File: src/rtl/branch_seq_ctrl_pkg.sv
// rtl/branch_seq_ctrl_pkg.sv - shared op encodings, FSM states and constants for branch_seq_ctrl
package branch_seq_ctrl_pkg;

  typedef enum logic [1:0] {
    OP_BEQZ = 2'b00,
    OP_BNEZ = 2'b01,
    OP_JMP  = 2'b10,
    OP_NOP  = 2'b11
  } op_e;

  typedef enum logic [1:0] {
    ST_IDLE  = 2'b00,
    ST_EVAL  = 2'b01,
    ST_ISSUE = 2'b10
  } state_e;

  localparam int unsigned PC_INC = 4;

  // Branch direction from the opcode and the zero-detect result.
  function automatic logic resolve_taken(input op_e op, input logic eqz, input logic neqz);
    logic t;
    t = 1'b0;
    case (op)
      OP_BEQZ: t = eqz;
      OP_BNEZ: t = neqz;
      OP_JMP:  t = 1'b1;
      default: t = 1'b0;
    endcase
    return t;
  endfunction

endpackage

File: src/rtl/branch_seq_ctrl_zero_cmp.sv
// rtl/branch_seq_ctrl_zero_cmp.sv - combinational W-bit zero detector (module zero_cmp)
module zero_cmp #(
  parameter int W = 32
) (
  input  logic [W-1:0] operand,
  output logic         eqz,
  output logic         neqz
);

  assign neqz = |operand;
  assign eqz  = ~neqz;

endmodule

File: src/rtl/branch_seq_ctrl.sv
// rtl/branch_seq_ctrl.sv - multicycle branch resolver driving the fetch redirect PC
// Optional BRANCH_STATS_EN adds saturating handshake counters stat_total / stat_taken.
module branch_seq_ctrl
  import branch_seq_ctrl_pkg::*;
#(
  parameter int DW = 32,
  parameter int AW = 32
) (
  input  logic          clk,
  input  logic          rst,
  input  logic          req_valid,
  output logic          req_ready,
  input  logic [1:0]    req_op,
  input  logic [DW-1:0] req_z,
  input  logic [AW-1:0] req_pc,
  input  logic [AW-1:0] req_off,
  output logic          pc_valid,
  input  logic          pc_ready,
  output logic [AW-1:0] pc_next,
  output logic          taken,
  output logic          flush,
  output logic          busy
`ifdef BRANCH_STATS_EN
  ,
  output logic [15:0]   stat_total,
  output logic [15:0]   stat_taken
`endif
);

  state_e        state, state_nxt;
  op_e           op_r;
  logic [DW-1:0] z_r;
  logic [AW-1:0] pc_r;
  logic [AW-1:0] off_r;
  logic [AW-1:0] pc_next_r;
  logic          taken_r;

  logic          capture;
  logic          resolve;
  logic          handshake;
  logic          eqz;
  logic          neqz;
  logic          taken_eval;
  logic [AW-1:0] pc_eval;

  always_ff @(posedge clk or posedge rst) begin
    if (rst) state <= ST_IDLE;
    else     state <= state_nxt;
  end

  always_comb begin
    state_nxt = state;
    req_ready = 1'b0;
    pc_valid  = 1'b0;
    busy      = 1'b1;
    capture   = 1'b0;
    resolve   = 1'b0;
    handshake = 1'b0;
    case (state)
      ST_IDLE: begin
        req_ready = 1'b1;
        busy      = 1'b0;
        if (req_valid) begin
          capture   = 1'b1;
          state_nxt = ST_EVAL;
        end
      end
      ST_EVAL: begin
        resolve   = 1'b1;
        state_nxt = ST_ISSUE;
      end
      ST_ISSUE: begin
        pc_valid = 1'b1;
        if (pc_ready) begin
          handshake = 1'b1;
          state_nxt = ST_IDLE;
        end
      end
      default: begin
        state_nxt = ST_IDLE;
      end
    endcase
  end

  zero_cmp #(.W(DW)) u_zero_cmp (
    .operand (z_r),
    .eqz     (eqz),
    .neqz    (neqz)
  );

  assign taken_eval = resolve_taken(op_r, eqz, neqz);
  // Single adder: the second operand picks target offset or fall-through step.
  assign pc_eval    = pc_r + (taken_eval ? off_r : AW'(PC_INC));

  always_ff @(posedge clk or posedge rst) begin
    if (rst) begin
      op_r      <= OP_BEQZ;
      z_r       <= '0;
      pc_r      <= '0;
      off_r     <= '0;
      pc_next_r <= '0;
      taken_r   <= 1'b0;
    end else begin
      if (capture) begin
        op_r  <= op_e'(req_op);
        z_r   <= req_z;
        pc_r  <= req_pc;
        off_r <= req_off;
      end
      if (resolve) begin
        pc_next_r <= pc_eval;
        taken_r   <= taken_eval;
      end
    end
  end

  assign pc_next = pc_next_r;
  assign taken   = taken_r;
  assign flush   = handshake & taken_r;

`ifdef BRANCH_STATS_EN
  logic [15:0] stat_total_r;
  logic [15:0] stat_taken_r;

  always_ff @(posedge clk or posedge rst) begin
    if (rst) begin
      stat_total_r <= '0;
      stat_taken_r <= '0;
    end else if (handshake) begin
      if (stat_total_r != 16'hFFFF) stat_total_r <= stat_total_r + 16'd1;
      if (taken_r && stat_taken_r != 16'hFFFF) stat_taken_r <= stat_taken_r + 16'd1;
    end
  end

  assign stat_total = stat_total_r;
  assign stat_taken = stat_taken_r;
`endif

endmodule
File: config.mk
export PLATFORM = sky130hd
export DESIGN_NAME = branch_seq_ctrl
export DESIGN_NICKNAME = d
export VERILOG_FILES = /design/src/rtl/branch_seq_ctrl_pkg.sv /design/src/rtl/branch_seq_ctrl_zero_cmp.sv /design/src/rtl/branch_seq_ctrl.sv
export SDC_FILE = /design/constraint.sdc
export NUM_CORES = 1
export LEC_CHECK = 0
export CELL_PAD_IN_SITES_DETAIL_PLACEMENT = 1
export CELL_PAD_IN_SITES_GLOBAL_PLACEMENT = 1
export CORE_ASPECT_RATIO = 0.7
export CORE_MARGIN = 3
export CORE_UTILIZATION = 30
export CTS_CLUSTER_SIZE = 28
export DETAILED_ROUTE_END_ITERATION = 10
export GPL_TIMING_DRIVEN = 0
export PLACE_DENSITY = 0.68
export SLEW_MARGIN = 20
export SYNTH_ARGS = -nofsm -noshare
export SYNTH_HDL_FRONTEND = slang
export SYNTH_SLANG_ARGS = --single-unit
File: constraint.sdc
create_clock -name clk -period 6.05 [get_ports clk]
set_input_delay 0.9075 -clock clk [delete_from_list [all_inputs] [get_ports clk]]
set_output_delay 0.9075 -clock clk [all_outputs]
set_load 0.05 [all_outputs]
Yosys cells after proc, flatten, opt, wreduce, memory -nomap -nowiden
Cells that the tools add are included.
{"block": "classes", "n_addsub": 1, "eq_ne": 6, "muxes": 13, "bitwise_logic": 2, "reduce_logical": 4}
{"operator": "$add 32x32->32", "count": 1}
{"operator": "$mux 32", "count": 1}
{"operator": "$reduce_or 32->1", "count": 1}
{"operator": "$mux 1", "count": 8}
{"operator": "$pmux 2 s3", "count": 1}
{"operator": "$eq 2x1->1 const B", "count": 2}
{"operator": "$eq 2x2->1 const B", "count": 2}
{"operator": "$logic_not 2->1", "count": 2}
{"operator": "$mux 2", "count": 2}
{"operator": "$ne 2x2->1 const B", "count": 2}
{"operator": "$pmux 1 s3", "count": 1}
{"operator": "$reduce_and 2->1", "count": 1}
{"operator": "$and 1x1->1", "count": 1}
{"operator": "$not 1->1", "count": 1}
{"block": "word_totals", "reg_bits": 133, "inputBits": 102, "wordCells": 33}

Longest topological paths before layout
{"block": "depth", "depth_word": 5, "ltp_mapped": 16}

Modules after synthesis
From an unflattened synthesis, not the netlist that was laid out.
{"block": "hier_totals", "hier_cells": 652, "hier_area_um2": 7045.5}
{"mod": "branch_seq_ctrl", "instances": 1, "cells_per_inst": 640, "area_each_um2": 6966.7, "seq_area_each_um2": 3328.2}
{"mod": "zero_cmp", "instances": 1, "cells_per_inst": 12, "area_each_um2": 78.8, "seq_area_each_um2": 0.0}

Worst setup path after synthesis
No wires, ideal clock.
{"block": "synth_timing", "kind": "flip-flop to flip-flop", "from": "reg z_r[24]", "to": "reg pc_next_r[28], in the netlist pc_next[28]", "setup_ns": 0.132, "arrival_time_ns": 3.368, "required_ns": 5.918, "slack_ns": 2.550, "path_stages_with_launch": 17, "synth_period_minus_slack_ns": 3.500, "path_cell_list": "dfrtp_1 > nor4_1 > nand4_1 > nor2_1 > nor2_1 > xnor2_1 > clkbuf_1 > and2_1 > ha_1 > fa_1 > a211oi_2 > o21ai_2 > a221oi_4 > o221ai_4 > a211oi_2 > xor2_1 > o21ai_1"}
{"block": "synth_between", "elab_chain_cells": 5}
{"item": "start: declaration", "line": "branch_seq_ctrl.sv:32", "rtl": "logic [DW-1:0] z_r;"}
{"item": "start signal: assignment", "line": "branch_seq_ctrl.sv:106", "rtl": "z_r <= req_z;"}
{"item": "$reduce_or 32->1 (*)", "line": "branch_seq_ctrl_zero_cmp.sv:10", "rtl": "assign neqz = |operand;"}
{"item": "$not 1->1", "line": "branch_seq_ctrl_zero_cmp.sv:11", "rtl": "assign eqz = ~neqz;"}
{"item": "$pmux 1 s3 (*)", "line": "branch_seq_ctrl_pkg.sv:23", "rtl": "case (op)"}
{"item": "$mux 32 (*)", "line": "branch_seq_ctrl.sv:93", "rtl": "assign pc_eval = pc_r + (taken_eval ? off_r : AW'(PC_INC));"}
{"item": "$add 32x32->32 (*)", "line": "branch_seq_ctrl.sv:93"}
{"item": "end signal: assignment", "line": "branch_seq_ctrl.sv:111", "rtl": "pc_next_r <= pc_eval;"}
{"item": "end: declaration", "line": "branch_seq_ctrl.sv:35", "rtl": "logic [AW-1:0] pc_next_r;"}
Every way passes the cells marked *; elsewhere a longest branch is shown, timed or not.
A chain may end at the register's enable or synchronous reset.

Final worst setup path
{"block": "layout_timing", "from": "reg z_r[16]", "to": "reg pc_next_r[24], in the netlist pc_next[24]"}
Same word-level chain as after synthesis.

==> metrics.txt <==
outcome complete, no violations; Ys Warns 0; worst setup path startpoint z_r[16]; NumNets Final 922; Seq/Total Area, Yosys 47.2%; Syn Inst Count 630; CP Data Arrival Time 4770 ps; WL final 19900 um; fmax 223 MHz; global route overflow 0; cell depth of the worst hold path 2; Detailed Place HPWL 15500 um; CP Max Fanout 10; Max Buffers Root-to-Sink 2; Initial DRC Count 255; Yosys cell types 61; DP Area 8860 sq um; Resized Gates After CTS 0; Post-synth EDFFs 0; placed cell count 1081; Pre-antenna DRT Iters 4; asr flop ratio synth 100%; CP max-delay cell fa_1; I/O pins 139; root buf cell clkbuf_16; Clock Latency Late Sink 420 ps; DIE AREA 25400 sq um; GPL Wtd Cong 0.815; Synthesized Nets 764; vias in the first global route 5661; PortBufs 138; CP Class register to register; Reg2Reg Setup Slack 1570 ps; Worst Tran Pin Value 714 ps; clock sinks 133; Tot GR Track Use 16.1%; top_reg_cell synth dfrtp_1; Area Growth Syn to Fin 35.1%; post-route clock period utilization 74.0%; Fin. Hold Viols 0; initial antenna violation count 2; CP Cell Sequence nor4_1 -> nand4_1 -> nor2_1 -> nor2_1 -> xnor2_1 -> clkbuf_1 -> and2_1 -> ha_1 -> fa_1 -> a211oi_2 -> o21ai_2 -> a221oi_4 -> o221ai_4 -> a21boi_1 -> xor2_1 -> o21ai_1; fin. max-slew vios 0; TritonCTS clock tree done; Die X 189 um; relative slew slack 52.4%; Yosys top cell area share 47.2%; Setup Fix Bufs, Post-CTS 0; leading area contributor after synthesis dfrtp_1; Critical R2R Launch z_r[16]; max_cap viols 0; crit-path most repeated cell nor2_1; Hold Path End pc_next[2]; Fillers 2518; post-route ant nets 0; first-pass GRT wire length 31800 um; largest net degree at the start of global routing 83; final worst clock skew 7.24 ps; synthesized area 7050 sq um; core area 22800 sq um; Layout Cells excl Fill 1114; Avg Cell Area, Syn 11.2 sq um; Worst Path Required 6340 ps; DRC errors left 0; final cell area excluding filler cells 9530 sq um; Via-to-Cell Ratio 4.85; cts hold-fix bufs 0; post-DR wirelength/cell 17.9 um; H-tree depth 4; minimum clock period 4480 ps; share of layout cells above drive strength 1 20.3%; Worst R2R End pc_next[24]; via count 5407; die height 134 um; RSZ-0062 raised after global routing no; startpoint class of the critical path register; min-delay src pc_next[2]; CP Capture Type register; Num CTS Buffers 17; FF+latch count, synth 133; row count 46; clk slew on worst S/H paths 60 ps; hold crit path type register to register; Setup Viol. Count Final 0; most numerous cell in the Yosys netlist dfrtp_1; Core Util, Final 41.7%; R2R cell count 16; Commonest cells post-synth dfrtp_1, mux2_2, nand2_1, and2_1, a21oi_1; Starting Density 30.9%; synth top area cells dfrtp_1, mux2_2, ha_1; CP peak stage delay 450 ps
-- metal layers --
metal | wire length [um] | share of wire [%] | up-vias | GRT usage [%]
met3 | 1370 | 6.9 | 19 | 5.46
met2 | 7820 | 39 | 136 | 22.2
met1 | 10500 | 53 | 2658 | 24.3
met5 | 21 | 0.11 | - | 0
li1 | - | - | 2590 | -
met4 | 163 | 0.82 | 4 | 3.78
-- logic make-up after synthesis --
kind of cell / count (synthesis) / synth area share, %
fa+ha+maj: 32 / 5.78
mux: 98 / 15.6
simple gates: 166 / 12.4
flops: 133 / 47.2
compound gates: 139 / 13.5
buf+inv: 38 / 2.50
xor+xnor: 24 / 2.98
-- critical path: cells and delay by family, from the launching register on --
family	cells	cell delay, ps
buffers and inverters	1	250
DFF	1	380
xor gates and xnor gates	2	560
adders and majority gates	2	670
AOI/OAI and AO/OA	6	1390
and+or+nand+nor	5	1110
-- worst max-delay path by stage --
| stage | to | slack [ps] |
|---|---|---|
| floorplan | off_r[0] | 1590 |
| global placement | pc_next[8] | -560 |
| detailed placement | pc_next[29] | 1540 |
| CTS | pc_next[29] | 1510 |
| global route | pc_next[29] | 1240 |
| finish | pc_next[24] | 1570 |
-- state kept, by name (all words and copies together) (netlist names) --
signal / cells
off_r: 32
pc_next: 32
pc_r: 32
z_r: 32
op_r: 2
state: 2
taken: 1
-- layout by cell type (no fill, tap or decap), types with 16 or more instances in the layout --
master           count
clkbuf_16           17
a21oi_1             34
and2_1              35
clkdlybuf4s50_1    138
ha_1                31
mux2_2              97
dfrtp_1            133
o21ai_0             23
o21ai_1             18
nand2_1             63
clkbuf_1            16
-- layout make-up --
class                           instances  area (sq um)  share of cell area (%)
Clock inverter                         12           199                    2.09
Multi-Input combinational cell        459          3550                    37.2
Antenna cell                            1          2.50                  0.0263
Buffer                                 31           150                    1.58
Clock buffer                           20           467                    4.90
Inverter                                7          33.8                   0.355
Sequential cell                       133          3330                    34.9
Timing Repair Buffer                  139          1410                    14.8
Tap cell                              312           390                    4.10
-- metrics by stage --
| stage | TNS [ps] | worst slack (ps) | hold slack, ps |
|---|---|---|---|
| after CTS | 0 | 1510 | 488 |
| after global routing | 0 | 1240 | 513 |
| after floorplan | 0 | 1590 | 472 |
| final | 0 | 1570 | 480 |
| after detailed placement | 0 | 1540 | 474 |
| after global placement | -73850 | -563 | 462 |
Power is left out: the tool's default activity adds up to more than one toggle a clock period on the data nets, which glitch-free logic cannot reach.
